[src/rtl/rv_pkg.sv]
// -----------------------------------------------------------------------------
// rv_pkg
//   Shared RISC-V register-file constants and types. The register file,
//   decode and the write scoreboard all use these, so address widths cannot
//   drift apart between blocks.
// -----------------------------------------------------------------------------
package rv_pkg;

    localparam int NUM_REGS   = 32;
    localparam int REG_ADDR_W = 5;

    typedef logic [REG_ADDR_W-1:0] reg_addr_t;

endpackage : rv_pkg

[src/rtl/sb_counter.sv]
// -----------------------------------------------------------------------------
// sb_counter
//   Pending-write counter for one architectural register. It counts up when
//   an instruction writing this register issues, and counts down when writeback
//   commits the write.
//
// Ports:
//   clk             rising-edge clock
//   rst_n           asynchronous active-low reset, clears the count
//   inc             an issue targeting this register was accepted
//   dec             writeback is committing a write to this register
//   nonzero         at least one write is outstanding
//   full            count is at its maximum; further issues must stall
//   underflow_pulse a retire arrived while nothing was outstanding
// -----------------------------------------------------------------------------
module sb_counter #(
    parameter int CNT_W = 2
) (
    input  logic clk,
    input  logic rst_n,
    input  logic inc,
    input  logic dec,
    output logic nonzero,
    output logic full,
    output logic underflow_pulse
);

    logic [CNT_W-1:0] cnt;

    assign nonzero         = |cnt;
    assign full            = &cnt;
    // A retire with nothing outstanding is a bookkeeping error. It is flagged
    // even when an issue lands in the same cycle, because that retire cannot
    // belong to the new issue.
    assign underflow_pulse = dec & ~nonzero;

    always_ff @(posedge clk or negedge rst_n) begin
        if (!rst_n) begin
            cnt <= '0;
        end else begin
            unique case ({inc, dec})
                2'b10: if (!full)   cnt <= cnt + 1'b1;  // guard; stall already blocks this
                2'b01: if (nonzero) cnt <= cnt - 1'b1;  // hold at zero on underflow
                default: cnt <= cnt;                    // idle, or issue+retire cancel
            endcase
        end
    end

endmodule : sb_counter

[src/rtl/regfile_scoreboard.sv]
// -----------------------------------------------------------------------------
// regfile_scoreboard
//   Tracks register writes that are in flight between decode and writeback.
//   An instruction is stalled while any source register it reads still has an
//   outstanding write, or while its destination counter is saturated. The
//   register file has no write-through. A retire therefore clears the hazard
//   only on the cycle after the write edge, and this happens naturally because
//   the hazard check reads the registered counters.
//
// Ports:
//   clk_i, rst_ni        clock, asynchronous active-low reset
//   issue_*              instruction presented by decode (rd / rs1 / rs2 + enables)
//   flush_i              redirect; the instruction in decode is cancelled
//   retire_valid_i/rd_i  writeback commit (same as regfile rd_wren / rd_addr)
//   stall_o              decode must hold
//   issue_ack_o          issue accepted this cycle
//   busy_o               any write outstanding
//   pending_o            per-register outstanding flag (bit 0 always 0)
//   underflow_err_o      sticky: retire seen for a register with nothing pending
// -----------------------------------------------------------------------------
module regfile_scoreboard
    import rv_pkg::*;
#(
    parameter int CNT_W = 2
) (
    input  logic                  clk_i,
    input  logic                  rst_ni,
    input  logic                  issue_valid_i,
    input  logic [REG_ADDR_W-1:0] issue_rd_i,
    input  logic                  issue_rd_en_i,
    input  logic [REG_ADDR_W-1:0] issue_rs1_i,
    input  logic                  issue_rs1_en_i,
    input  logic [REG_ADDR_W-1:0] issue_rs2_i,
    input  logic                  issue_rs2_en_i,
    input  logic                  flush_i,
    input  logic                  retire_valid_i,
    input  logic [REG_ADDR_W-1:0] retire_rd_i,
    output logic                  stall_o,
    output logic                  issue_ack_o,
    output logic                  busy_o,
    output logic [NUM_REGS-1:0]   pending_o,
    output logic                  underflow_err_o
);

    logic [NUM_REGS-1:0] nonzero;
    logic [NUM_REGS-1:0] full;
    logic [NUM_REGS-1:0] underflow;
    logic                raw1, raw2, waw_full;

    // x0 is hardwired zero and is never tracked.
    assign nonzero[0]   = 1'b0;
    assign full[0]      = 1'b0;
    assign underflow[0] = 1'b0;

    generate
        for (genvar n = 1; n < NUM_REGS; n++) begin : g_cnt
            logic inc, dec;
            assign inc = issue_ack_o & issue_rd_en_i & (issue_rd_i == reg_addr_t'(n));
            assign dec = retire_valid_i & (retire_rd_i == reg_addr_t'(n));

            sb_counter #(.CNT_W(CNT_W)) u_cnt (
                .clk             (clk_i),
                .rst_n           (rst_ni),
                .inc             (inc),
                .dec             (dec),
                .nonzero         (nonzero[n]),
                .full            (full[n]),
                .underflow_pulse (underflow[n])
            );
        end
    endgenerate

    // The hazard check uses only registered state. A same-cycle retire does not
    // bypass it, and an instruction whose rs equals its rd does not see its
    // own increment.
    assign raw1     = issue_rs1_en_i & nonzero[issue_rs1_i];
    assign raw2     = issue_rs2_en_i & nonzero[issue_rs2_i];
    assign waw_full = issue_rd_en_i  & full[issue_rd_i];

    assign stall_o     = issue_valid_i & (raw1 | raw2 | waw_full);
    // Nothing may be accepted while reset is held, even if decode is driving valid.
    assign issue_ack_o = rst_ni & issue_valid_i & ~stall_o & ~flush_i;

    assign pending_o = nonzero;
    assign busy_o    = |nonzero;

    always_ff @(posedge clk_i or negedge rst_ni) begin
        if (!rst_ni) begin
            underflow_err_o <= 1'b0;
        end else if (|underflow) begin
            underflow_err_o <= 1'b1;
        end
    end

endmodule : regfile_scoreboard

[config.mk]
export PLATFORM = sky130hd
export DESIGN_NAME = regfile_scoreboard
export DESIGN_NICKNAME = d
export VERILOG_FILES = /design/src/rtl/rv_pkg.sv /design/src/rtl/sb_counter.sv /design/src/rtl/regfile_scoreboard.sv
export SDC_FILE = /design/constraint.sdc
export NUM_CORES = 1
export LEC_CHECK = 0
export ABC_AREA = 1
export CAP_MARGIN = 25
export CELL_PAD_IN_SITES_DETAIL_PLACEMENT = 0
export CELL_PAD_IN_SITES_GLOBAL_PLACEMENT = 2
export CORE_ASPECT_RATIO = 0.7
export CORE_MARGIN = 5
export CORE_UTILIZATION = 33
export DETAILED_ROUTE_END_ITERATION = 16
export GPL_ROUTABILITY_DRIVEN = 1
export PLACE_DENSITY = 0.83
export SLEW_MARGIN = 0
export SYNTH_ARGS = -nofsm -noshare
export SYNTH_HDL_FRONTEND = slang
export SYNTH_SLANG_ARGS = --single-unit
[constraint.sdc]
create_clock -name clk_i -period 3.5 [get_ports clk_i]
set_input_delay 0.525 -clock clk_i [delete_from_list [all_inputs] [get_ports clk_i]]
set_output_delay 0.525 -clock clk_i [all_outputs]
set_load 0.05 [all_outputs]
* Word level (Yosys, flattened, before mapping)
Cells that the tools add are included.
** Word-level totals
- Flip-flop bits (word level) :: 63
- Bits in latches :: 0
- Bits in writable memories :: 0
- ROM bits :: 0
- Input port bits :: 28
- Memories kept :: 0
** Operators by class
- Add/sub/neg operators :: 62
- Multiply operators :: 0
- Div/mod/pow operators :: 0
- Magnitude comparators :: 3
- Eq/ne operators :: 186
- Shifts and indexed selects :: 0
- Mux-type cells :: 99
- Bitwise operators :: 136
- Reductions and logical operators :: 126
** Operator list (number)
- $eq 5x5->1 const B :: 32
- $mux 2 :: 62
- $pmux 2 s2 :: 31
- $and 1x1->1 :: 101
- $reduce_and 3->1 :: 31
- $eq 5x4->1 const B :: 16
- $add 2x1->2 const B :: 31
- $eq 2x1->1 const B :: 31
- $eq 2x2->1 const B :: 31
- $ne 2x1->1 const B :: 31
- $ne 2x2->1 const B :: 31
- $reduce_and 2->1 :: 31
- $reduce_bool 2->1 :: 31
- $reduce_or 2->1 :: 31
- $reduce_or 62->1 :: 1
- $sub 2x1->2 const B :: 31
- $eq 5x3->1 const B :: 8
- $not 1->1 :: 33
- $reduce_or 31->1 :: 1
- $eq 5x2->1 const B :: 4
- $lt 5x6->1 const B :: 3
- $bmux 1 s5 :: 3
- $eq 5x1->1 const B :: 2
- $mux 1 :: 3
- $or 1x1->1 :: 2

* Logic depth before layout (Yosys ltp)
Gate-level depths: netlist of the first run.
- Depth after elaboration :: 15
- Depth in mapped cells :: 23

* Hierarchy
From an unflattened synthesis of the first run, not the netlist that was laid out.
** Unflattened totals
- Cells, all modules :: 1118
- Area total of the unflattened synthesis :: 6104.6 um^2
** Modules (own cells, without submodules)
- sb_counter :: instances 31, cells each 23, area each 137.6 um^2, seq. area each 50.0 um^2
- regfile_scoreboard :: instances 1, cells each 405, area each 1838.0 um^2, seq. area each 25.0 um^2

* Least setup slack after synthesis of the first run
No wires, ideal clock.
- Kind :: input -> register
- Start point :: in issue_rd_i[0]
- End point :: reg g_cnt[4].u_cnt.cnt[1]
- Data arrival time :: 2756 ps
- Setup slack :: 665 ps
- Cell stages on the path :: 23
- Buffers on the path :: 2
- Path through :: buf_4 inv_2 nand2_2 nor2_1 nor2_1 nand2_1 nand2_1 nand2_1 nand2_1 nand2_1 nand2_1 nand3_1 nand3_1 nor2_2 buf_4 nand4_1 ha_1 inv_1 nor2_1 a21oi_1 o21ai_0 nor2_1 xor2_1
** Between the ends
- Word-level cells in the longest chain between the ends :: 13
- Elaborated cells between the ends (all ways) :: 18
- Those cells by class :: eq/ne (5); mux (3); bitwise (8); reduce/logical (2)
** RTL lines
- start: declaration :: RTL line regfile_scoreboard.sv:29 : input logic [REG_ADDR_W-1:0] issue_rd_i,
- $bmux 1 s5 * :: RTL line regfile_scoreboard.sv:78 : assign waw_full = issue_rd_en_i & full[issue_rd_i];
- $mux 1 (implied by the code) * :: RTL line regfile_scoreboard.sv:78
- $and 1x1->1 * :: RTL line regfile_scoreboard.sv:78
- $or 1x1->1 * :: RTL line regfile_scoreboard.sv:80 : assign stall_o = issue_valid_i & (raw1 | raw2 | waw_full);
- $and 1x1->1 * :: RTL line regfile_scoreboard.sv:80
- $not 1->1 * :: RTL line regfile_scoreboard.sv:82 : assign issue_ack_o = rst_ni & issue_valid_i & ~stall_o & ~flush_i;
- $and 1x1->1 * (2 in series) :: RTL line regfile_scoreboard.sv:82
- net issue_ack_o :: RTL line regfile_scoreboard.sv:39 : output logic issue_ack_o,
- $and 1x1->1 * (2 in series) :: RTL line regfile_scoreboard.sv:58 : assign inc = issue_ack_o & issue_rd_en_i & (issue_rd_i == reg_addr_t'(n));
- $eq 2x1->1 or $eq 2x2->1 (tied branches) :: RTL line sb_counter.sv:41 : unique case ({inc, dec})
- $ne 2x1->1 (no source line) (tied with other cells)
- $reduce_and 3->1 (no source line)
- end signal: assignment :: RTL line sb_counter.sv:42 : 2'b10: if (!full) cnt <= cnt + 1'b1;
- end signal: assignment :: RTL line sb_counter.sv:43 : 2'b01: if (nonzero) cnt <= cnt - 1'b1;
- end signal: assignment :: RTL line sb_counter.sv:44 : default: cnt <= cnt;
- end: declaration :: RTL line sb_counter.sv:28 : logic [CNT_W-1:0] cnt;
The timed path passes the listed nets; every way through them passes the cells marked *. The select of a mux whose other input is x is not followed.
A chain may end at the register's enable or synchronous reset.

* Worst setup path in the final report of the first run
- Start point :: reg g_cnt[17].u_cnt.cnt[1]
- End point :: reg g_cnt[4].u_cnt.cnt[1]
** Between the ends
- Word-level cells in the longest chain between the ends :: 15
- Elaborated cells between the ends (all ways) :: 26
- Those cells by class :: eq/ne (4); mux (7); bitwise (11); reduce/logical (4)
** RTL lines
- start: declaration :: RTL line sb_counter.sv:28
- start signal: assignment :: RTL line sb_counter.sv:42
- start signal: assignment :: RTL line sb_counter.sv:43
- start signal: assignment :: RTL line sb_counter.sv:44
- $reduce_or 2->1 :: RTL line sb_counter.sv:30 : assign nonzero = |cnt;
- $bmux 1 s5, on equally long branches :: RTL line regfile_scoreboard.sv:76, regfile_scoreboard.sv:77
- $mux 1, on equally long branches :: RTL line regfile_scoreboard.sv:76, regfile_scoreboard.sv:77
- $and 1x1->1, on equally long branches :: RTL line regfile_scoreboard.sv:76, regfile_scoreboard.sv:77
- $or 1x1->1 :: RTL line regfile_scoreboard.sv:80
- $or 1x1->1 * :: RTL line regfile_scoreboard.sv:80
- $and 1x1->1 * :: RTL line regfile_scoreboard.sv:80
- $not 1->1 * :: RTL line regfile_scoreboard.sv:82
- $and 1x1->1 * (2 in series) :: RTL line regfile_scoreboard.sv:82
- $and 1x1->1 * (2 in series) :: RTL line regfile_scoreboard.sv:58
- $eq 2x1->1 or $eq 2x2->1 (tied branches) :: RTL line sb_counter.sv:41
- $ne 2x1->1 (no source line) (tied with other cells)
- $reduce_and 3->1 (no source line)
Mark *: on every way between the ends. The rest lies on a longest branch, timed or not. The select of a mux whose other input is x is not followed.

==> impl_results.md, run 1 <==
* Status: completed
* Most frequent cell after synthesis: nand2_1
* Max cap viols at 0
* R2R setup slack at 0.24 ns
* Netlist Area Pre-Place at 6780 sq um
* CP max stage cell: nor2_1
* Die H at 130 um
* Antenna-violating nets left at 0
* Mapped Cells at approximately 1.0k
* Clock power share at 17.8%
* Reg-to-Reg Start: g_cnt[17].u_cnt.cnt[1]$_DFFE_PN0P_
* DP HPWL at 20.1 mm
* Yosys cell types at 33
* Worst IR Drop VDD at 503 uV
* EDFF count, synth at 0
* Routed WL per cell at around 17 um
* Leakage at roughly 4 nW
* Sw power at around 2.9 mW
* Largest stage delay on the critical path at 0.41 ns
* Clk slew on worst S/H paths at 0.05 ns
* Fin cells at 1415
* Top cell by count, worst path: nand3_1
* Library cell with the largest summed area after synthesis: dfrtp_1
* Synth Flop Type: dfrtp_1
* Core region area at roughly 20000 sq um
* Total CTS buffers at 9
* Seq pwr share at between 20% and 30%
* Final Critical Period at 3.26 ns
* Sw frac at between 50% and 60%
* Largest net degree at the start of global routing at 35
* Worst EP arrival at about 3.5 ns
* Clk sink count at 63
* P per Cell Area at 679 nW/um^2
* Fin area at 8350 sq um
* Gpl congestion at about 0.91
* Vias/cell at between 4 and 5
* CTS max path bufs at 2
* Worst slew pin tran at 0.517 ns
* CP Max Fanout at 18
* Ys async rst share at 100%
* Top post-synthesis cells by area: dfrtp_1 23%, nand2_1 12%, ha_1 11%
* Synth-to-layout area growth at 23.1%
* Initial antenna violation count at 0
* Period utilisation layout at 93.1%
* Top delay family on crit path: simple AND/OR/NAND/NOR gates
* Setup CP Type: flip-flop to flip-flop
* Nets at 1230
* Layout cell share with drive strength beyond 1 at 11.3%
* Endpoints failing setup at 0
* # port buffers at 62
* Drt first pass iters at 5
* Slew headroom at about two thirds
* Yosys Warn Count at 0
* Endpoints failing hold at 0
* Routed via count at a little under 7k
* #FFs+latches synth at 63
* Die Area at roughly 24000 sq um
* Clk_lat worst skew at 0.35 ns
* Worst r2r path cells at 20
* First-pass GRT wire length at 37.8 mm
* Seq/Total Area, Yosys at 23.3%
* Inst Count DP at 1399
* Synthesized net count at around 1.1k
* Std cell rows at 43
* Final Core Density at 41.7%
* Fmax at just over 300 MHz
* Worst path depth at 20
* Total grt overflow at 0
* Unrepaired setup endpoints after global routing: true
* Final WL at roughly 24 mm
* CP Capture Type: flip-flop
* # Post-CTS Setup Buffers at 0
* GR Util All Layers at 20.9%
* Gate power share at 58.1%
* Iteration-0 DRC Markers at 605
* Layout Skew at 0.00604 ns
* Die width at 181 um
* Initial Util at about 34%
* Top cells by count, synth: 223 x nand2_1, 185 x inv_1, 164 x nor2_1, 75 x nand3_1, 63 x dfrtp_1
* Min-Delay Path Class: input pin to async pin
* Crit-path cells: nor2_1, inv_1, nand2_1, nand3_1, nand3_1, nand3_1, nand2_1, nand2_1, nand3_1, nand3_1, nor2_2, buf_4, nand4_1, ha_1, inv_1, nor2_1, a21oi_1, o21ai_0, nor2_1, xor2_1
* CTS root buf: clkbuf_16
* P_int at 2.75 mW
* CTS tree: built
* Vias in the first global route at around 6.4k
* Top-area cell type share of the netlist area at 23.3%
* Slew Viols, Final at 0
* Crit path launch type: flip-flop
* H-tree depth at 3
* DRC viols at 0
* Synth Area per Inst at 6.52 sq um
* Placed inst area at 8020 sq um
* Ports at 64
* Worst R2R End: g_cnt[4].u_cnt.cnt[1]$_DFFE_PN0P_
* # diodes at 0
* Req. time, crit path at 3.77 ns
* Hold_ws at 0.337 ns
* Worst Path Buf+Inv at 3
-- final cells by class --
cell class	count	area (sq um)
Clock inverter	3	65.1
Multi-Input combinational cell	735	4140
Tap cell	270	338
Clock buffer	13	260
Fill cell	2195	11700
Timing Repair Buffer	141	1250
Sequential cell	63	1580
Inverter	190	713
-- cells by family after synthesis --
group,after synthesis,synth area share [%]
adders and majority gates,62,11.4
other,1,0.0553
xor gates and xnor gates,67,8.66
buffers and inverters,242,15.7
AOI/OAI and AO/OA,74,6.35
muxes,8,1.33
DFF,63,23.3
and+or+nand+nor,523,33.2
-- power by group through the flow --
stage          Combinational [mW]  Clock [mW]  Sequential [mW]
2_1_floorplan                2.32           0             1.30
3_3_place_gp                 3.27           0             1.37
3_5_place_dp                 3.26           0             1.37
4_1_cts                      3.28        1.04             1.36
5_1_grt                      3.54        1.07             1.42
6_report                     3.29        1.01             1.36
-- worst max-delay path by stage --
stage | startpoint | endpoint | slack [ns]
after CTS | issue_rd_i[0] | g_cnt[4].u_cnt.cnt[1]$_DFFE_PN0P_ | 0.27
after detailed placement | issue_rd_i[0] | g_cnt[26].u_cnt.cnt[1]$_DFFE_PN0P_ | -0.07
after global routing | issue_rd_i[0] | g_cnt[22].u_cnt.cnt[1]$_DFFE_PN0P_ | -0.03
after global placement | issue_rd_i[3] | g_cnt[11].u_cnt.cnt[1]$_DFFE_PN0P_ | -0.12
final | g_cnt[17].u_cnt.cnt[1]$_DFFE_PN0P_ | g_cnt[4].u_cnt.cnt[1]$_DFFE_PN0P_ | 0.24
after floorplan | issue_rd_i[0] | g_cnt[4].u_cnt.cnt[1]$_DFFE_PN0P_ | 0.66
-- what timing repair did --
item	CTS	global route
hold buffers	0	0
setup endpoints to repair	0	6
resized for setup	0	3
-- registers in the layout (all words and copies together) (netlist names) --
register,count
g_cnt.u_cnt.cnt,62
underflow_err_o,1
-- per-stage QoR --
step	setup WS [ns]	power (mW)	TNS (ns)
global route	-0.0327	6.02	-0.0772
floorplan	0.665	3.62	0
finish	0.242	5.66	0
global placement	-0.117	4.64	-1.61
detailed placement	-0.0726	4.62	-0.807
CTS	0.268	5.68	0
-- layout by cell type, fill, tap and decap left out, types with 30 or more instances in the layout --
| cell | netlist | layout |
|---|---|---|
| nand2_1 | 223 | 223 |
| inv_1 | 185 | 185 |
| nor2_1 | 164 | 162 |
| buf_4 | 36 | 78 |
| nand3_1 | 75 | 75 |
| dfrtp_1 | 63 | 63 |
| ha_1 | 62 | 62 |
| clkdlybuf4s50_1 | 0 | 58 |
| xor2_1 | 43 | 43 |
| nand4_1 | 34 | 34 |
| o21ai_0 | 31 | 30 |
-- metal layers --
| layer | wire length, um | GRT usage, % |
|---|---|---|
| met1 | 13300 | 34.1 |
| met4 | 255 | 4.15 |
| met3 | 1900 | 4.21 |
| met5 | 0 | 0 |
| met2 | 8930 | 27.9 |
Power figures use the tool's default switching activity.
==> run 2: changes to the inputs <==
--- a/config.mk
+++ b/config.mk
@@ -11,11 +11,12 @@
 export CELL_PAD_IN_SITES_GLOBAL_PLACEMENT = 2
 export CORE_ASPECT_RATIO = 0.7
 export CORE_MARGIN = 5
-export CORE_UTILIZATION = 33
+export CORE_UTILIZATION = 30
 export DETAILED_ROUTE_END_ITERATION = 16
 export GPL_ROUTABILITY_DRIVEN = 1
 export PLACE_DENSITY = 0.83
 export SLEW_MARGIN = 0
 export SYNTH_ARGS = -nofsm -noshare
 export SYNTH_HDL_FRONTEND = slang
+export SYNTH_HIERARCHICAL = 1
 export SYNTH_SLANG_ARGS = --single-unit
==> impl_results.md, run 2 <==
* Status: completed
* Layout cell share with drive strength beyond 1 at 13.2%
* CP max stage cell: clkdlybuf4s50_1
* Multi-input gate area at 3540 sq um
* Total grt overflow at 0
* CTS root buf: clkbuf_16
* Top cells by count, synth: 395 x nand2_1, 204 x inv_1, 135 x nor2_1, 116 x nand3_1, 64 x nand2_2
* Unrepaired setup endpoints after global routing: false
* Hold_buf cts at 0
* Slew Viols, Final at 0
* DP HPWL at between 15 and 20 mm
* Std cell rows at 43
* Library cell with the largest summed area after synthesis: dfrtp_1
* Req. time, crit path at 2.97 ns
* Synth Flop Type: dfrtp_1
* Total CTS buffers at 9
* Ys async rst share at between 90% and 100%
* Inst Count DP at between 1k and 1.5k
* Vias in the first global route at about 6k
* Die Area at 23300 sq um
* Endpoints failing setup at 0
* Die H at 129 um
* DRC viols at 0
* Endpoints failing hold at 0
* Worst IR Drop VDD at roughly 220 uV
* Crit path launch type: flip-flop
* Iteration-0 DRC Markers at 467
* Leakage at 3.85 nW
* Most frequent cells in the layout: 395 x nand2_1, 204 x inv_1, 135 x nor2_1, 116 x nand3_1, 64 x nand2_2
* Filler Cell Count at 2258
* GR Util All Layers at between 10% and 20%
* # port buffers at 62
* Period utilisation layout at 94.2%
* Seq/Total Area, Yosys at 25.8%
* Clk sink count at 63
* Top post-synthesis cells by area: dfrtp_1 26%, nand2_1 24%, inv_1 13%
* Vias/cell at 4.47
* #FFs+latches synth at 63
* Largest stage delay on the critical path at 0.74 ns
* Antenna-violating nets left at 0
* Commonest non-fill, non-tap cell in the layout: nand2_1
* Drt first pass iters at 5
* First-pass GRT wire length at 33.7 mm
* Nets at 1229
* CTS tree: built
* Max cap viols at 0
* Core region area at 19900 sq um
* CP Max Fanout at 7
* Min-Delay Path Class: input pin to async pin
* Ports at 64
* Synth Area per Inst at around 5.5 sq um
* Routed via count at 6594
* Final WL at 21.5 mm
* Max reg flops at 62
* Yosys Warn Count at 6
* Die width at 180 um
* EDFF count, synth at 0
* Top flop regs: g_cnt.u_cnt/cnt (62), underflow_err_o (1)
* Clk_lat worst skew at roughly 0.35 ns
* Worst slew pin tran at 0.636 ns
* Mapped Cells at approximately 1.1k
* Synthesized net count at 1146
* Slew headroom at 57.3%
* Synth-to-layout area growth at 21.9%
* Fmax at 303 MHz
* # diodes at 0
* Most frequent cell after synthesis: nand2_1
* Largest net degree at the start of global routing at 41
* Top-area cell type share of the netlist area at 25.8%
* Gpl congestion at approximately 0.85
* Clk slew on worst S/H paths at 0.06 ns
* Register area at 1580 sq um
* Fin cells at 1476
* Layout Skew at 0.00699 ns
* Routed WL per cell at 14.5 um
* Yosys cell types at 28
* Initial antenna violation count at 0
* CTS max path bufs at 2
* Top reg by flops: g_cnt.u_cnt/cnt
* Setup CP Type: flip-flop to output pin
* P per Cell Area at 413 nW/um^2
* H-tree depth at 3
* Worst EP arrival at 2.77 ns
* CP Capture Type: output pin
* Netlist Area Pre-Place at approximately 6100 sq um
* Setup_tns at 0 ns
* Final Critical Period at 3.30 ns
* Crit-path cells: inv_2, nand2_2, nor4_1, nand2_1, nor3_1, nand4_1, clkdlybuf4s50_1
* Initial Util at 30.7%
-- run 2: cell count changes in the layout (fill, tap and decap cells not counted), moves of 29 or more --
cell	change
buf_4	-56
nand3_1	+41
inv_2	+29
nand2_1	+172
xor2_1	-43
nand2_2	+60
ha_1	-62
-- run 2: worst paths after layout --
kind,from,to,slack (ns),depth (start not counted)
min,rst_ni,g_cnt[29].u_cnt/cnt[1]$_DFFE_PN0P_,0.26,2
min in group clk_i,underflow_err_o$_DFFE_PN0P_,underflow_err_o$_DFFE_PN0P_,0.49,1
max in group asynchronous,rst_ni,g_cnt[28].u_cnt/cnt[1]$_DFFE_PN0P_,2.33,3
max,g_cnt[5].u_cnt/cnt[0]$_DFFE_PN0P_,busy_o,0.20,7
max reg2reg,g_cnt[25].u_cnt/cnt[0]$_DFFE_PN0P_,g_cnt[8].u_cnt/cnt[0]$_DFFE_PN0P_,0.81,16
min reg2reg,underflow_err_o$_DFFE_PN0P_,underflow_err_o$_DFFE_PN0P_,0.49,1
-- run 2: cell families after synthesis --
group	synth area share, %
AOI/OAI and AO/OA	3.83
buffers and inverters	16.3
and+or+nand+nor	54.0
other	0.0614
DFF	25.8
-- run 2: report_power, final --
group / total, mW / leakage (nW) / internal [mW] / switching (mW)
logic: 1.31 / 2.87 / 0.386 / 0.925
clock network: 0.864 / 0.136 / 0.516 / 0.348
registers: 0.894 / 0.852 / 0.814 / 0.0798
total: 3.07 / 3.85 / 1.72 / 1.35
-- run 2: per-stage QoR --
step	utilization [%]	instance area, sq um	power, mW	setup slack (ns)	hold slack [ns]
CTS	37.3	7430	3.10	0.183	0.260
global route	37.4	7440	3.26	0.0535	0.276
detailed placement	35.9	7160	2.22	0.163	0.482
global placement	35.9	7160	2.22	0.148	0.497
floorplan	-	6100	1.76	0.185	0.229
finish	37.4	7440	3.07	0.203	0.263
-- run 2: what timing repair did --
| action | CTS | global route |
|---|---|---|
| gates resized for setup | 0 | 1 |
| endpoints found under the setup margin | 0 | 1 |
| setup buffers | 0 | 0 |
-- run 2: layer usage --
| metal | vias to the layer above | global-route usage [%] | wire [um] |
|---|---|---|---|
| met5 | - | 0 | 0 |
| met4 | 0 | 3.20 | 140 |
| met3 | 11 | 3.31 | 1020 |
| met2 | 141 | 25.4 | 8170 |
| met1 | 2921 | 30.0 | 12100 |
| li1 | 3521 | - | - |
-- run 2: cell type report --
cell class / count / share of cell area, %
clock inverter: 3 / 0.235
clock buffer: 13 / 3.50
inverter: 241 / 12.2
multi-input combinational: 803 / 47.6
timing repair buffer: 83 / 10.7
sequential: 63 / 21.2
tap: 270 / 4.54
-- run 2: worst max-delay path: cells and delay by family (launching register included) --
family | cells | cell delay, ns
buf+inv | 2 | 0.81
flops | 1 | 0.40
simple gates | 5 | 1.21
==> run 3: changes to the inputs <==
--- a/config.mk
+++ b/config.mk
@@ -11,12 +11,11 @@
 export CELL_PAD_IN_SITES_GLOBAL_PLACEMENT = 2
 export CORE_ASPECT_RATIO = 0.7
 export CORE_MARGIN = 5
-export CORE_UTILIZATION = 30
+export CORE_UTILIZATION = 33
 export DETAILED_ROUTE_END_ITERATION = 16
 export GPL_ROUTABILITY_DRIVEN = 1
 export PLACE_DENSITY = 0.83
 export SLEW_MARGIN = 0
 export SYNTH_ARGS = -nofsm -noshare
 export SYNTH_HDL_FRONTEND = slang
-export SYNTH_HIERARCHICAL = 1
 export SYNTH_SLANG_ARGS = --single-unit
==> results of run 3 <==
Same layout as run 1: the final DEF is identical, and so are final timing and power.
==> edit 1 (settings of run 3) <==
Reset style: synchronous (`rst_n` and `rst_ni`), changed in 2 clocked blocks. Comments in the files are not updated.
--- a/src/rtl/sb_counter.sv
+++ b/src/rtl/sb_counter.sv
@@ -34,7 +34,7 @@
     // belong to the new issue.
     assign underflow_pulse = dec & ~nonzero;
 
-    always_ff @(posedge clk or negedge rst_n) begin
+    always_ff @(posedge clk) begin
         if (!rst_n) begin
             cnt <= '0;
         end else begin
--- a/src/rtl/regfile_scoreboard.sv
+++ b/src/rtl/regfile_scoreboard.sv
@@ -84,7 +84,7 @@
     assign pending_o = nonzero;
     assign busy_o    = |nonzero;
 
-    always_ff @(posedge clk_i or negedge rst_ni) begin
+    always_ff @(posedge clk_i) begin
         if (!rst_ni) begin
             underflow_err_o <= 1'b0;
         end else if (|underflow) begin
Formal check against the unedited RTL: differs if rst_ni is asserted again (counterexample within 4 cycles, from zero or initial values and one cycle with rst_ni low); with rst_ni held inactive, the same outputs for 4 cycles.
==> edit 1 against run 3 <==
- sequential cell count is the same
- critical path type is now in -> reg
- final area shrank 6.1%
- area after synthesis shrank 3.0%
- core utilization shrank 1.9 points
- synthesized cell count grew 4.5%
- routed wire length grew 2.4%
- non-clock buffer count shrank 34
- critical endpoint is now g_cnt[26].u_cnt.cnt[0]
- first-iteration DRC count shrank 17%
- worst setup slack gained 0.031 ns
Power is not compared: it rests on default switching activity, and its combinational part moved more than twofold at a synthesized area within 25%.
==> edit 1: results (changes against run 3) <==
* Critical register-to-register path startpoint: g_cnt[16].u_cnt.cnt[0]
* Metal3 WL at 2.031 mm (+6.8%)
* Highest fanout seen on the critical path at 12 (-6)
* Largest net degree at the start of global routing at 63 (+80%)
* Arrival time of data at the critical path endpoint at 3.50 ns (-0.02 ns)
* Slew at the pin closest to its max-slew limit at 0.5883 ns (+0.07154 ns)
* Capturing point of the worst reg2reg path: g_cnt[26].u_cnt.cnt[0]
* Xor and xnor fraction of the mapped netlist area at 0.03862 (-0.04796)
* Synthesized-area fraction occupied by ao, oa, aoi and oai cells at 0.1570 (+0.09346)
* Post-route worst hold slack at 0.4760 ns (+0.1393 ns)
* Setup crit start: issue_rd_i[1]
* Ratio of routed vias to standard cells at 4.965 (+2.1%)
* Worst slack at placement at -0.02453 ns (+0.04803 ns)
* Worst-path cell with the longest stage delay: sky130_fd_sc_hd__clkdlybuf4s50_1
* Global placement routability congestion at 0.9659 (+6.1%)
* Met1 track demand over resource at 0.3475 (+0.007029)
* Type of the most critical hold path: reg -> reg
* Met3 layer usage reported by global route at 0.04570 (+0.003623)
* Biggest area contributors in the synthesized netlist: sky130_fd_sc_hd__dfxtp_1 (19%), sky130_fd_sc_hd__nand2_1 (13%), sky130_fd_sc_hd__inv_1 (12%), sky130_fd_sc_hd__ha_1 (12%), sky130_fd_sc_hd__nor2_1 (6.2%)
* Number of global-route vias before repair at 6324 (-1.1%)
* Fraction of layout instances using a drive strength above 1 at 0.07491 (-0.03775)
* Total routing resource utilization after global routing at 0.2190 (+0.009609)
* Final wirelength at 25.00 mm (+2.4%)
* Multiplexer fraction of the synthesized cell area at 0 (-0.01329)
* Final setup skew at 0.006345 ns (+0.0003025 ns)
* Detail Placement HPWL at 20.11 mm (-0.13%)
* Highest achievable clock rate at 309.9 MHz (+0.97%)
* Wire length of the first global-routing pass at 37.74 mm (about the same)
* Synth Net Count at 1177 (+4.2%)
* Layout Cells excl Fill at 1418 (+0.21%)
* Post-DP Area at 7510 sq um (-6.3%)
* Met1 Wirelength at 13.35 mm (+0.17%)
* CP peak stage delay at 0.59 ns (+0.18 ns)
* Result of the run: complete, no violations
* Worst-case register-to-register setup slack at 0.37 ns (+0.13 ns)
* Flip-flop cell with the highest count after synthesis: sky130_fd_sc_hd__dfxtp_1
* Number of distinct library cells after synthesis at 35 (+6.1%)
* Drt initial violations at 503 (-17%)
* Leading cell types by count after synthesis: sky130_fd_sc_hd__nand2_1 (221), sky130_fd_sc_hd__inv_1 (210), sky130_fd_sc_hd__nor2_1 (108)
* Fraction of met2 tracks used by global routing at 0.2955 (+0.01630)
* Worst hold path stage count at 1
* Number of placed instances, taps included at 1402 (+0.21%)
* Hold Path End: g_cnt[14].u_cnt.cnt[0]
* Cells after synthesis at 1087 (+4.5%)
* Area share of fa/ha/maj cells after synthesis at 0.1180 (+0.003506)
## edit 1: changes by cell type after synthesis, sizes merged, moves of 11 or more
cell,change
inv,+23
xor2,-34
a21oi,+26
clkbuf,+11
dfrtp,-63
dfxtp,+63
a31oi,+40
o21ai,+49
nor2,-52
## edit 1: power breakdown
| group | internal [mW] | switching, mW |
|---|---|---|
| registers | 0.729 | 0.0110 |
| clock network | 0.663 | 0.371 |
| logic | 0.154 | 0.303 |
## edit 1: final cells by class
| type | count | area, sq um | area share |
|---|---|---|---|
| Multi-Input combinational cell | 748 | 4138 | 0.5279 |
| Tap cell | 270 | 337.8 | 0.04310 |
| Clock buffer | 13 | 260.3 | 0.03320 |
| Inverter | 214 | 803.3 | 0.1025 |
| Timing Repair Buffer | 107 | 973.4 | 0.1242 |
| Clock inverter | 3 | 65.06 | 0.008300 |
| Sequential cell | 63 | 1261 | 0.1609 |
## edit 1: repair_timing
action	in CTS	in global routing
hold endpoints to repair	0	0
setup buffers	0	0
resized for setup	0	1
setup endpoints to repair	0	1
==> edit 2 (flow settings as in run 3) <==
Made on the original files. The package constant `REG_ADDR_W` goes from 5 to 6.
--- a/src/rtl/rv_pkg.sv
+++ b/src/rtl/rv_pkg.sv
@@ -7,7 +7,7 @@
 package rv_pkg;
 
     localparam int NUM_REGS   = 32;
-    localparam int REG_ADDR_W = 5;
+    localparam int REG_ADDR_W = 6;
 
     typedef logic [REG_ADDR_W-1:0] reg_addr_t;
 
Interface: changed (resized issue_rd_i, issue_rs1_i, issue_rs2_i and retire_rd_i); port bits go from 64 to 68. No check against the original RTL was run, so the function may have changed too.
==> edit 2 against run 3 <==
- worst setup slack got worse by 0.17 ns
- final area about the same
- count of clock-buffer cells in the layout decreased by 1
- total power decreased by 30%
- routed wire length decreased by 1.7%
- area after synthesis decreased by 0.50%
- die area decreased by 0.46%
- sequential cell count unchanged
- critical endpoint is now busy_o
- largest cell class unchanged
- highest routed layer unchanged
==> edit 2: results (changes against run 3) <==
* Biggest area contributors in the synthesized netlist: sky130_fd_sc_hd__dfrtp_1 (23%), sky130_fd_sc_hd__nand2_1 (13%), sky130_fd_sc_hd__ha_1 (12%), sky130_fd_sc_hd__inv_1 (10%), sky130_fd_sc_hd__nor2_1 (9.1%)
* Clk cell area share at 0.03103 (-0.007940)
* Sequential share of cell area at 0.1889 (about the same)
* Synth Net Count at 1127 (-0.27%)
* Worst-case register-to-register setup slack at 0.35 ns (+0.11 ns)
* Result of the run: complete, no violations
* Highest fanout seen on the critical path at 5 (-13)
* Final setup skew at 0.008573 ns (+0.002530 ns)
* Detail Placement HPWL at 19.19 mm (-4.7%)
* Part of the Yosys area used for sequential elements at 0.2338 (+0.001165)
* Number of fill cells at 2161 (-1.5%)
* # port buffers at 64 (+3.2%)
* Number of ordinary inverters in the final layout at 183 (-3.7%)
* FF-to-FF path depth at 18 (-10%)
* Final-layout clock buffer total at 12 (-1)
* Routed wire per std cell at 16.96 um (-1.7%)
* Crit path max-delay family: buffers and inverters
* Drt initial violations at 647 (+6.9%)
* Highest achievable clock rate at 291.8 MHz (-4.9%)
* Met1 track demand over resource at 0.3283 (-0.01225)
* Final wirelength at 24.00 mm (-1.7%)
* Cells after synthesis at 1033 (-0.67%)
* Largest net degree at the start of global routing at 64 (+83%)
* Number of global-route vias before repair at 6396 (+0.016%)
* Maximum vdd ir drop at 0.0003220 V (-36%)
* Total length of routed met2 wires at 8.825 mm (-1.2%)
* Metal3 WL at 1.845 mm (-3.0%)
edit 2: cell types whose count changed in the layout (fill, tap and decap cells not counted), moves of 3 or more:
cell / change
sky130_fd_sc_hd__a21oi_1: -5
sky130_fd_sc_hd__buf_4: +4
sky130_fd_sc_hd__nor3_1: +3
sky130_fd_sc_hd__nand4_1: +4
sky130_fd_sc_hd__a221o_1: -3
sky130_fd_sc_hd__nor2_1: -5
sky130_fd_sc_hd__nand3b_1: +3
sky130_fd_sc_hd__a31oi_1: +4
sky130_fd_sc_hd__nand3_1: -4
sky130_fd_sc_hd__inv_1: -5
edit 2: cell families after synthesis:
group                      count (synthesis)  share of synthesized area
buffers and inverters                    235                     0.1536
muxes                                      8                    0.01336
DFF                                       63                     0.2338
other                                      1                  0.0005561
adders and majority gates                 62                     0.1150
AOI/OAI and AO/OA                         70                    0.05807
xor gates and xnor gates                  69                    0.08961
and+or+nand+nor                          525                     0.3360
